`config.mk`:
```
export PLATFORM = sky130hd
export DESIGN_NAME = icap_config_sequencer
export DESIGN_NICKNAME = d
export VERILOG_FILES = /design/src/rtl/icap_pkg.sv /design/src/rtl/icap_bit_swap.sv /design/src/rtl/icap_config_sequencer.sv
export SDC_FILE = /design/constraint.sdc
export NUM_CORES = 1
export LEC_CHECK = 0
export ABC_CLOCK_PERIOD_IN_PS = 2800
export CORE_MARGIN = 2
export CORE_UTILIZATION = 35
export DETAILED_ROUTE_END_ITERATION = 6
export HOLD_SLACK_MARGIN = 0.1
export SYNTH_ARGS = -nofsm -noshare
export SYNTH_HDL_FRONTEND = slang
export SYNTH_SLANG_ARGS = --single-unit
```
`constraint.sdc`:
```
create_clock -name clock -period 2.8 [get_ports clock]
set_input_delay 0.28 -clock clock [delete_from_list [all_inputs] [get_ports clock]]
set_output_delay 0.28 -clock clock [all_outputs]
set_load 0.05 [all_outputs]
```
`src/rtl/icap_pkg.sv`:
```
// Shared definitions for the ICAP configuration sequencer: FSM state
// encodings and error code values reported to the register block.
`timescale 1ns/1ps
package icap_pkg;

    typedef enum logic [1:0] {
        IDLE   = 2'b00,
        ACTIVE = 2'b01,
        DRAIN  = 2'b10,
        ERROR  = 2'b11
    } state_t;

    localparam logic [1:0] ERR_NONE    = 2'b00;
    localparam logic [1:0] ERR_TIMEOUT = 2'b01;
    localparam logic [1:0] ERR_ABORT   = 2'b10;

endpackage

```
`src/rtl/icap_bit_swap.sv`:
```
// Per-byte bit reversal for ICAP data. ICAP expects each byte bit-reversed
// relative to the bitstream file order; the same block serves readback.
`timescale 1ns/1ps
module icap_bit_swap #(
    parameter int DATA_WIDTH = 32,
    parameter bit SWAP_BITS  = 1'b1
) (
    input  logic [DATA_WIDTH-1:0] data,
    output logic [DATA_WIDTH-1:0] swapped
);

    // Reverse bits inside each byte, or pass through when swapping is off.
    always_comb begin
        swapped = data;
        if (SWAP_BITS) begin
            for (int k = 0; k < DATA_WIDTH / 8; k++) begin
                for (int j = 0; j < 8; j++) begin
                    swapped[8*k + j] = data[8*k + 7 - j];
                end
            end
        end
    end

endmodule

```
`src/rtl/icap_config_sequencer.sv`:
```
// ICAP write-port sequencer: accepts the 32-bit configuration stream,
// drives CSIB/RDWRB/I, stalls on BUSY, guards blocks with an inactivity
// watchdog and software abort, and keeps done/error/word-count status.
`timescale 1ns/1ps
module icap_config_sequencer
    import icap_pkg::*;
#(
    parameter int DATA_WIDTH     = 32,
    parameter bit SWAP_BITS      = 1'b1,
    parameter int TIMEOUT_CYCLES = 4096,
    parameter int DRAIN_CYCLES   = 8
) (
    input  logic                  clock,
    input  logic                  rst_n,
    input  logic [DATA_WIDTH-1:0] s_data,
    input  logic                  s_valid,
    output logic                  s_ready,
    input  logic                  blk_start,
    input  logic                  blk_end,
    input  logic                  cfg_end,
    input  logic                  enable,
    input  logic                  abort,
    input  logic                  clr_stat,
    input  logic                  icap_busy,
    output logic                  icap_csib,
    output logic                  icap_rdwrb,
    output logic [DATA_WIDTH-1:0] icap_i,
    output logic                  busy,
    output logic                  cfg_done,
    output logic                  cfg_error,
    output logic [1:0]            err_code,
    output logic [31:0]           word_count
);

    state_t                state;
    state_t                state_nxt;
    logic [15:0]           wdog;
    logic [15:0]           drain_cnt;
    logic                  save_cfg_end;
    logic                  err_pend;
    logic                  accept;
    logic                  timeout_hit;
    logic                  drain_last;
    logic                  err_set;
    logic [1:0]            err_nxt;
    logic [DATA_WIDTH-1:0] swap_data;

    icap_bit_swap #(
        .DATA_WIDTH (DATA_WIDTH),
        .SWAP_BITS  (SWAP_BITS)
    ) u_swap (
        .data    (s_data),
        .swapped (swap_data)
    );

    // In ERROR the stream is drained and discarded so the converter never backs up.
    assign s_ready     = ((state == ACTIVE) & ~icap_busy) | (state == ERROR);
    assign accept      = s_valid & s_ready & (state == ACTIVE);
    assign busy        = (state != IDLE);
    // A cycle with a transfer is not idle, so it can never be the timeout cycle.
    assign timeout_hit = (wdog == 16'(TIMEOUT_CYCLES - 1)) & ~accept;
    assign drain_last  = (drain_cnt == 16'(DRAIN_CYCLES - 1));

    // State register.
    always_ff @(posedge clock or negedge rst_n) begin
        if (!rst_n) state <= IDLE;
        else        state <= state_nxt;
    end

    // Next-state logic; abort/disable outranks timeout, which outranks blk_end.
    always_comb begin
        state_nxt = state;
        err_set   = 1'b0;
        err_nxt   = ERR_NONE;
        case (state)
            IDLE: begin
                if (blk_start && enable) state_nxt = ACTIVE;
            end
            ACTIVE: begin
                if (abort || !enable) begin
                    state_nxt = ERROR;
                    err_set   = 1'b1;
                    err_nxt   = ERR_ABORT;
                end else if (timeout_hit) begin
                    state_nxt = ERROR;
                    err_set   = 1'b1;
                    err_nxt   = ERR_TIMEOUT;
                end else if (blk_end) begin
                    state_nxt = DRAIN;
                end
            end
            DRAIN: begin
                if (drain_last) state_nxt = IDLE;
            end
            ERROR: begin
                if (blk_end || err_pend) state_nxt = IDLE;
            end
            default: state_nxt = IDLE;
        endcase
    end

    // ICAP pins: one-cycle registered write per accepted word; RDWRB only moves with CSIB high.
    always_ff @(posedge clock or negedge rst_n) begin
        if (!rst_n) begin
            icap_csib  <= 1'b1;
            icap_rdwrb <= 1'b1;
            icap_i     <= '0;
        end else begin
            icap_csib <= ~accept;
            if (accept) icap_i <= swap_data;
            if (state == IDLE && state_nxt == ACTIVE)
                icap_rdwrb <= 1'b0;
            else if ((state == DRAIN || state == ERROR) && state_nxt == IDLE)
                icap_rdwrb <= 1'b1;
        end
    end

    // Watchdog, drain counter and block-scoped flags.
    always_ff @(posedge clock or negedge rst_n) begin
        if (!rst_n) begin
            wdog         <= '0;
            drain_cnt    <= '0;
            save_cfg_end <= 1'b0;
            err_pend     <= 1'b0;
        end else begin
            if (state != ACTIVE || accept) wdog <= '0;
            else if (wdog != 16'hFFFF)     wdog <= wdog + 16'd1;

            if (state == DRAIN) drain_cnt <= drain_cnt + 16'd1;
            else                drain_cnt <= '0;

            if (state == ACTIVE && cfg_end)       save_cfg_end <= 1'b1;
            else if (state == DRAIN && drain_last) save_cfg_end <= 1'b0;
            else if (state == IDLE || state == ERROR) save_cfg_end <= 1'b0;

            // Remember a blk_end that arrived together with the error cause.
            err_pend <= (state == ACTIVE) & err_set & blk_end;
        end
    end

    // Sticky status; a same-cycle set takes priority over clr_stat.
    always_ff @(posedge clock or negedge rst_n) begin
        if (!rst_n) begin
            cfg_done   <= 1'b0;
            cfg_error  <= 1'b0;
            err_code   <= ERR_NONE;
            word_count <= '0;
        end else begin
            if (clr_stat) begin
                cfg_done  <= 1'b0;
                cfg_error <= 1'b0;
                err_code  <= ERR_NONE;
            end
            if (state == DRAIN && drain_last && save_cfg_end) cfg_done <= 1'b1;
            if (err_set) begin
                cfg_error <= 1'b1;
                if (err_code == ERR_NONE || clr_stat) err_code <= err_nxt;
            end
            if (clr_stat)    word_count <= accept ? 32'd1 : 32'd0;
            else if (accept) word_count <= word_count + 32'd1;
        end
    end

endmodule
```
=== Word level (Yosys, flattened, before mapping) ===
Index checks and enable logic that the tools add are counted.

* Register bits after elaboration: 106
* Input bits: 42
* Output and inout bits: 72
* Word-level logic and storage cells: 85

* Add/subtract/negate cells: 3
* Eq/ne operators: 8
* Multiplexer cells: 30
* Bitwise logic cells: 9
* Reductions and logical operators: 23

{| class="wikitable"
|+ Operators with widths
! kind !! count
|-
| $mux W32 || 2
|-
| $mux W16 || 3
|-
| $add A16 B1 Y16 const B || 2
|-
| $add A32 B1 Y32 const B || 1
|-
| $mux W2 || 11
|-
| $eq A16 B12 Y1 const B || 1
|-
| $eq A16 B3 Y1 const B || 1
|-
| $ne A16 B16 Y1 const B || 1
|-
| $mux W1 || 13
|-
| $reduce_bool A2 Y1 || 6
|-
| $pmux W2 S4 || 1
|-
| $and A1 B1 Y1 || 6
|-
| $logic_and A1 B1 Y1 || 6
|-
| $logic_not A2 Y1 || 3
|-
| $logic_or A1 B1 Y1 || 6
|-
| $eq A2 B1 Y1 const B || 2
|-
| $eq A2 B2 Y1 const B || 2
|-
| $reduce_bool A3 Y1 || 1
|-
| $ne A2 B1 Y1 const B || 1
|-
| $not A1 Y1 || 2
|-
| $logic_not A1 Y1 || 1
|-
| $or A1 B1 Y1 || 1
|}

=== Logic depth before layout (Yosys ltp) ===
* Word-level depth: 14
* Mapped depth: 9
* Mapped depth without buffers: 8

=== Hierarchy ===
From an unflattened synthesis, not the netlist that was laid out.

* Cells, all modules: 543
* Area, all modules: 5183.7 um^2

{| class="wikitable"
|+ By module, submodules not included
! module !! times used !! cells each !! area an instance (um^2) !! sequential area each (um^2)
|-
| icap_config_sequencer || 1 || 511 || 4943.5 || 2655.0
|-
| icap_bit_swap || 1 || 32 || 240.2 || 0.0
|}

=== Worst setup path after synthesis ===
No wires, ideal clock.

* Path kind: register to register
* Start point: reg state[1]
* End point: reg word_count[17]
* Arrival: 2.186 ns
* Data required time: 2.668 ns
* Setup slack: 0.483 ns
* Cell stages (with the launch flop): 10
* Buffers on the path: 1
* Path through: dfrtp_1 > inv_1 > ha_1 > inv_2 > or4_1 > buf_6 > nor4_4 > nand3_1 > xor2_1 > nor2_1

* Longest elaborated chain between the ends: 6
* Elaborated cells between the ends (all ways): 7
* Those cells by class: 2 x eq/ne; 4 x bitwise; 1 x reduce/logical

{| class="wikitable"
|+ Ends and longest elaborated chain
! item !! line !! text
|-
| start: declaration || icap_config_sequencer.sv:35 || <nowiki>state_t state;</nowiki>
|-
| start signal: assignment || icap_config_sequencer.sv:67 || <nowiki>else state <= state_nxt;</nowiki>
|-
| $eq A2 B1 Y1 || icap_config_sequencer.sv:57, icap_config_sequencer.sv:58 ||
|-
| $and A1 B1 Y1 || icap_config_sequencer.sv:57 || <nowiki>assign s_ready = ((state == ACTIVE) & ~icap_busy) | (state == ERROR);</nowiki>
|-
| $or A1 B1 Y1 || icap_config_sequencer.sv:57 ||
|-
| $and A1 B1 Y1 || icap_config_sequencer.sv:58 || <nowiki>assign accept = s_valid & s_ready & (state == ACTIVE);</nowiki>
|-
| $and A1 B1 Y1 (*) || icap_config_sequencer.sv:58 ||
|-
| $reduce_bool A2 Y1 (no line) (*) || n/a ||
|-
| end signal: assignment || icap_config_sequencer.sv:159 || <nowiki>if (clr_stat) word_count <= accept ? 32'd1 : 32'd0;</nowiki>
|-
| end signal: assignment || icap_config_sequencer.sv:160 || <nowiki>else if (accept) word_count <= word_count + 32'd1;</nowiki>
|-
| end: declaration || icap_config_sequencer.sv:32 || <nowiki>output logic [31:0] word_count</nowiki>
|}

Every way passes the cells marked *; elsewhere a longest branch is shown, timed or not.
A chain may end at the register's enable or synchronous reset.

=== Worst setup path in the final report ===
* Start point: reg state[1]
* End point: reg word_count[14]

Same word-level chain as after synthesis.

==> metrics.txt <==
Worst EP required 3.02 ns; EDFF count, synth 0; Placed Area 6340 um^2; routed via count 3977; Pre-antenna DRT Iters 6; Iteration-0 DRC Markers 237; Area Growth Syn to Fin 33.5%; first-pass GRT wire length 18700 um; fin crit share 91.2%; Skew-Pair Late Insertion Delay 0.35 ns; Hold Path Class input pin to register; area of the die 15200 um^2; Leakage 3.02 nW; Worst Hold Path Cells 3; Max-Cap Viols 0; wire length per cell 14.0 um; drt total wl 11500 um; layout cells sized above 1 5.65%; Reg2Reg Setup Slack 0.25 ns; ANT cells 0; Power Density 831 nW/um^2; Clock Tree Buf Depth 2; Placer Congestion 0.838; flops & latches, synth 106; # setup viols final 0; setup TNS 0 ns; min-delay src s_data[3]; f_max 391 MHz; vias in the first global route 3933; H-tree levels 3; total power 0.00553 W; cells on worst reg2reg path 8; Final Hold Viols 0; pins over their slew limit 0; Startpoint Class register; cells after synthesis 518; sinks on the clock net 106; TritonCTS Buffers 9; Initial Utilization 35.9%; gr ovfl total 0; most frequent cells in the layout nand2_1 (128), clkdlybuf4s50_1 (112), dfrtp_1 (104), nor2_1 (48), xor2_1 (34); # rows 43; Post-Syn Area 4990 um^2; Final min period 2.55 ns; unrepaired setup endpoints after global routing false; antenna-violating nets left 0; Post-layout nets 682; Synth area leader dfrtp_1; maximum vdd drop 0.563 mV; total track usage 15.6%; critical path peak fanout 7; CTS root buffer clkbuf_16; sequential area share after synthesis 53.2%; Post-Syn Area per Cell 9.63 um^2; CTS tree yes; Distinct cells, synth 49; Final Skew 0.0104 ns; clock slew at reported path FFs 0.07 ns; Port Buffers 113; ys flop type dfrtp_1; status finished clean; Crit Path Category register to register; # IOs 114; CP arrival 2.78 ns; async set-reset flop share out of synthesis 100%; Synth top area share 52.2%; antenna violations before repair 0; endpoint class of the critical path register; cell area after layout 6660 um^2; most common cell after layout, fill and taps aside nand2_1; Via density 4.87; reg2reg start state[1]$_DFF_PN0_; DP HPWL 8260 um; Residual DRC 0; pin count of the biggest net entering global routing 62; Worst slew margin 57.9%; Die H 123 um; top cells by area, synth dfrtp_1 (52%), nand2_1 (9.6%), xor2_1 (6.0%); worst slew pin tran 0.629 ns; end of the worst register-to-register path word_count[14]$_DFFE_PN0P_; core area 13900 um^2; chip width 123 um; Mapped Nets 568; Min-Delay Endpoint icap_i[4]$_DFFE_PN0P_; YS warnings 0
## timing repair
action / 4_1_cts / 5_1_grt
hold endpoints to repair: 44 / 0
hold buffers: 1 / 0
gates resized for setup: 0 / 0
setup buffers: 0 / 0
## power by group
part | internal, W | switching [W]
sequential | 0.00181 | 0.000179
clock | 0.000765 | 0.000545
combinational | 0.000740 | 0.00149
## worst max-delay path by stage
stage,from,to,slack [ns],depth (start not counted)
2_1_floorplan,state[1]$_DFF_PN0_,word_count[17]$_DFFE_PN0P_,0.48,9
3_3_place_gp,icap_busy,word_count[14]$_DFFE_PN0P_,0.19,7
3_5_place_dp,icap_busy,word_count[25]$_DFFE_PN0P_,0.16,7
4_1_cts,state[1]$_DFF_PN0_,word_count[25]$_DFFE_PN0P_,0.23,8
5_1_grt,state[1]$_DFF_PN0_,word_count[14]$_DFFE_PN0P_,0.07,8
6_report,state[1]$_DFF_PN0_,word_count[14]$_DFFE_PN0P_,0.25,8
## layout make-up
class,count,area (um^2)
Clock inverter,4,48.8
Sequential cell,106,2660
Tap cell,180,225
Multi-Input combinational cell,382,2220
Timing Repair Buffer,120,1200
Fill cell,1314,7220
Inverter,13,48.8
Clock buffer,12,267
## Yosys cell counts (2+ instances only)
cell type	instances
nand2_1	128
dfrtp_1	104
nor2_1	48
xor2_1	34
nand3_1	29
xnor2_1	20
clkbuf_1	16
and2_1	15
and3_1	14
nand4_1	14
inv_1	11
ha_1	8
and4_1	7
o21ai_0	7
a21oi_1	5
nor2b_1	5
a21boi_0	4
or4_1	4
a31oi_1	3
nor3_1	3
or3_1	3
dfstp_2	2
nand2b_1	2
nor3_2	2
nor3_4	2
nor3b_1	2
nor4_1	2
nor4_4	2
o31ai_1	2
## worst max-delay path: stages, from the launching register on
cell	delay [ns]
dfrtp_1	0.42
inv_1	0.14
ha_1	0.20
inv_2	0.07
or4_1	0.78
nor3_4	0.42
and3_1	0.22
xnor2_1	0.12
nor2_1	0.05
## cell families (layout without fill, tap and decap cells)
kind of cell	Yosys count	after routing	share of synthesized area (%)
buffers and inverters	30	149	2.41
AND/OR/NAND/NOR	286	286	28.1
multiplexers	1	1	0.201
flip-flops	106	106	53.2
XOR/XNOR	54	54	9.48
AO/OA/AOI/OAI	33	33	4.56
adder cells (fa/ha/maj)	8	8	2.01
## routing by layer
layer  GRT usage (%)  share of wire (%)  vias to the layer above
met5               0                  0                        -
met4            5.18                1.2                        0
met3            5.03                7.2                       14
met2            23.5                 45                      103
met1            21.2                 46                     1906
li1                -                  -                     1954
## sequential cells by signal, summed over array words and instances, names as in the netlist
| name | cells |
|---|---|
| word_count | 32 |
| err_pend | 1 |
| icap_rdwrb | 1 |
| cfg_error | 1 |
| err_code | 2 |
| icap_csib | 1 |
| drain_cnt | 16 |
| save_cfg_end | 1 |
| icap_i | 32 |
| cfg_done | 1 |
| wdog | 16 |
| state | 2 |
## through the flow
| stage | setup slack (ns) | hold WS, ns | utilization [%] | std cells |
|---|---|---|---|---|
| finish | 0.245 | 0.460 | 48.0 | 817 |
| global route | 0.0703 | 0.460 | 48.0 | 817 |
| CTS | 0.225 | 0.443 | 48.0 | 817 |
| detailed placement | 0.162 | 0.333 | 45.6 | 800 |
| global placement | 0.195 | 0.341 | 45.6 | 800 |
| floorplan | 0.483 | -0.0156 | - | 518 |
Note: power is estimated with default switching activity, not from simulation.
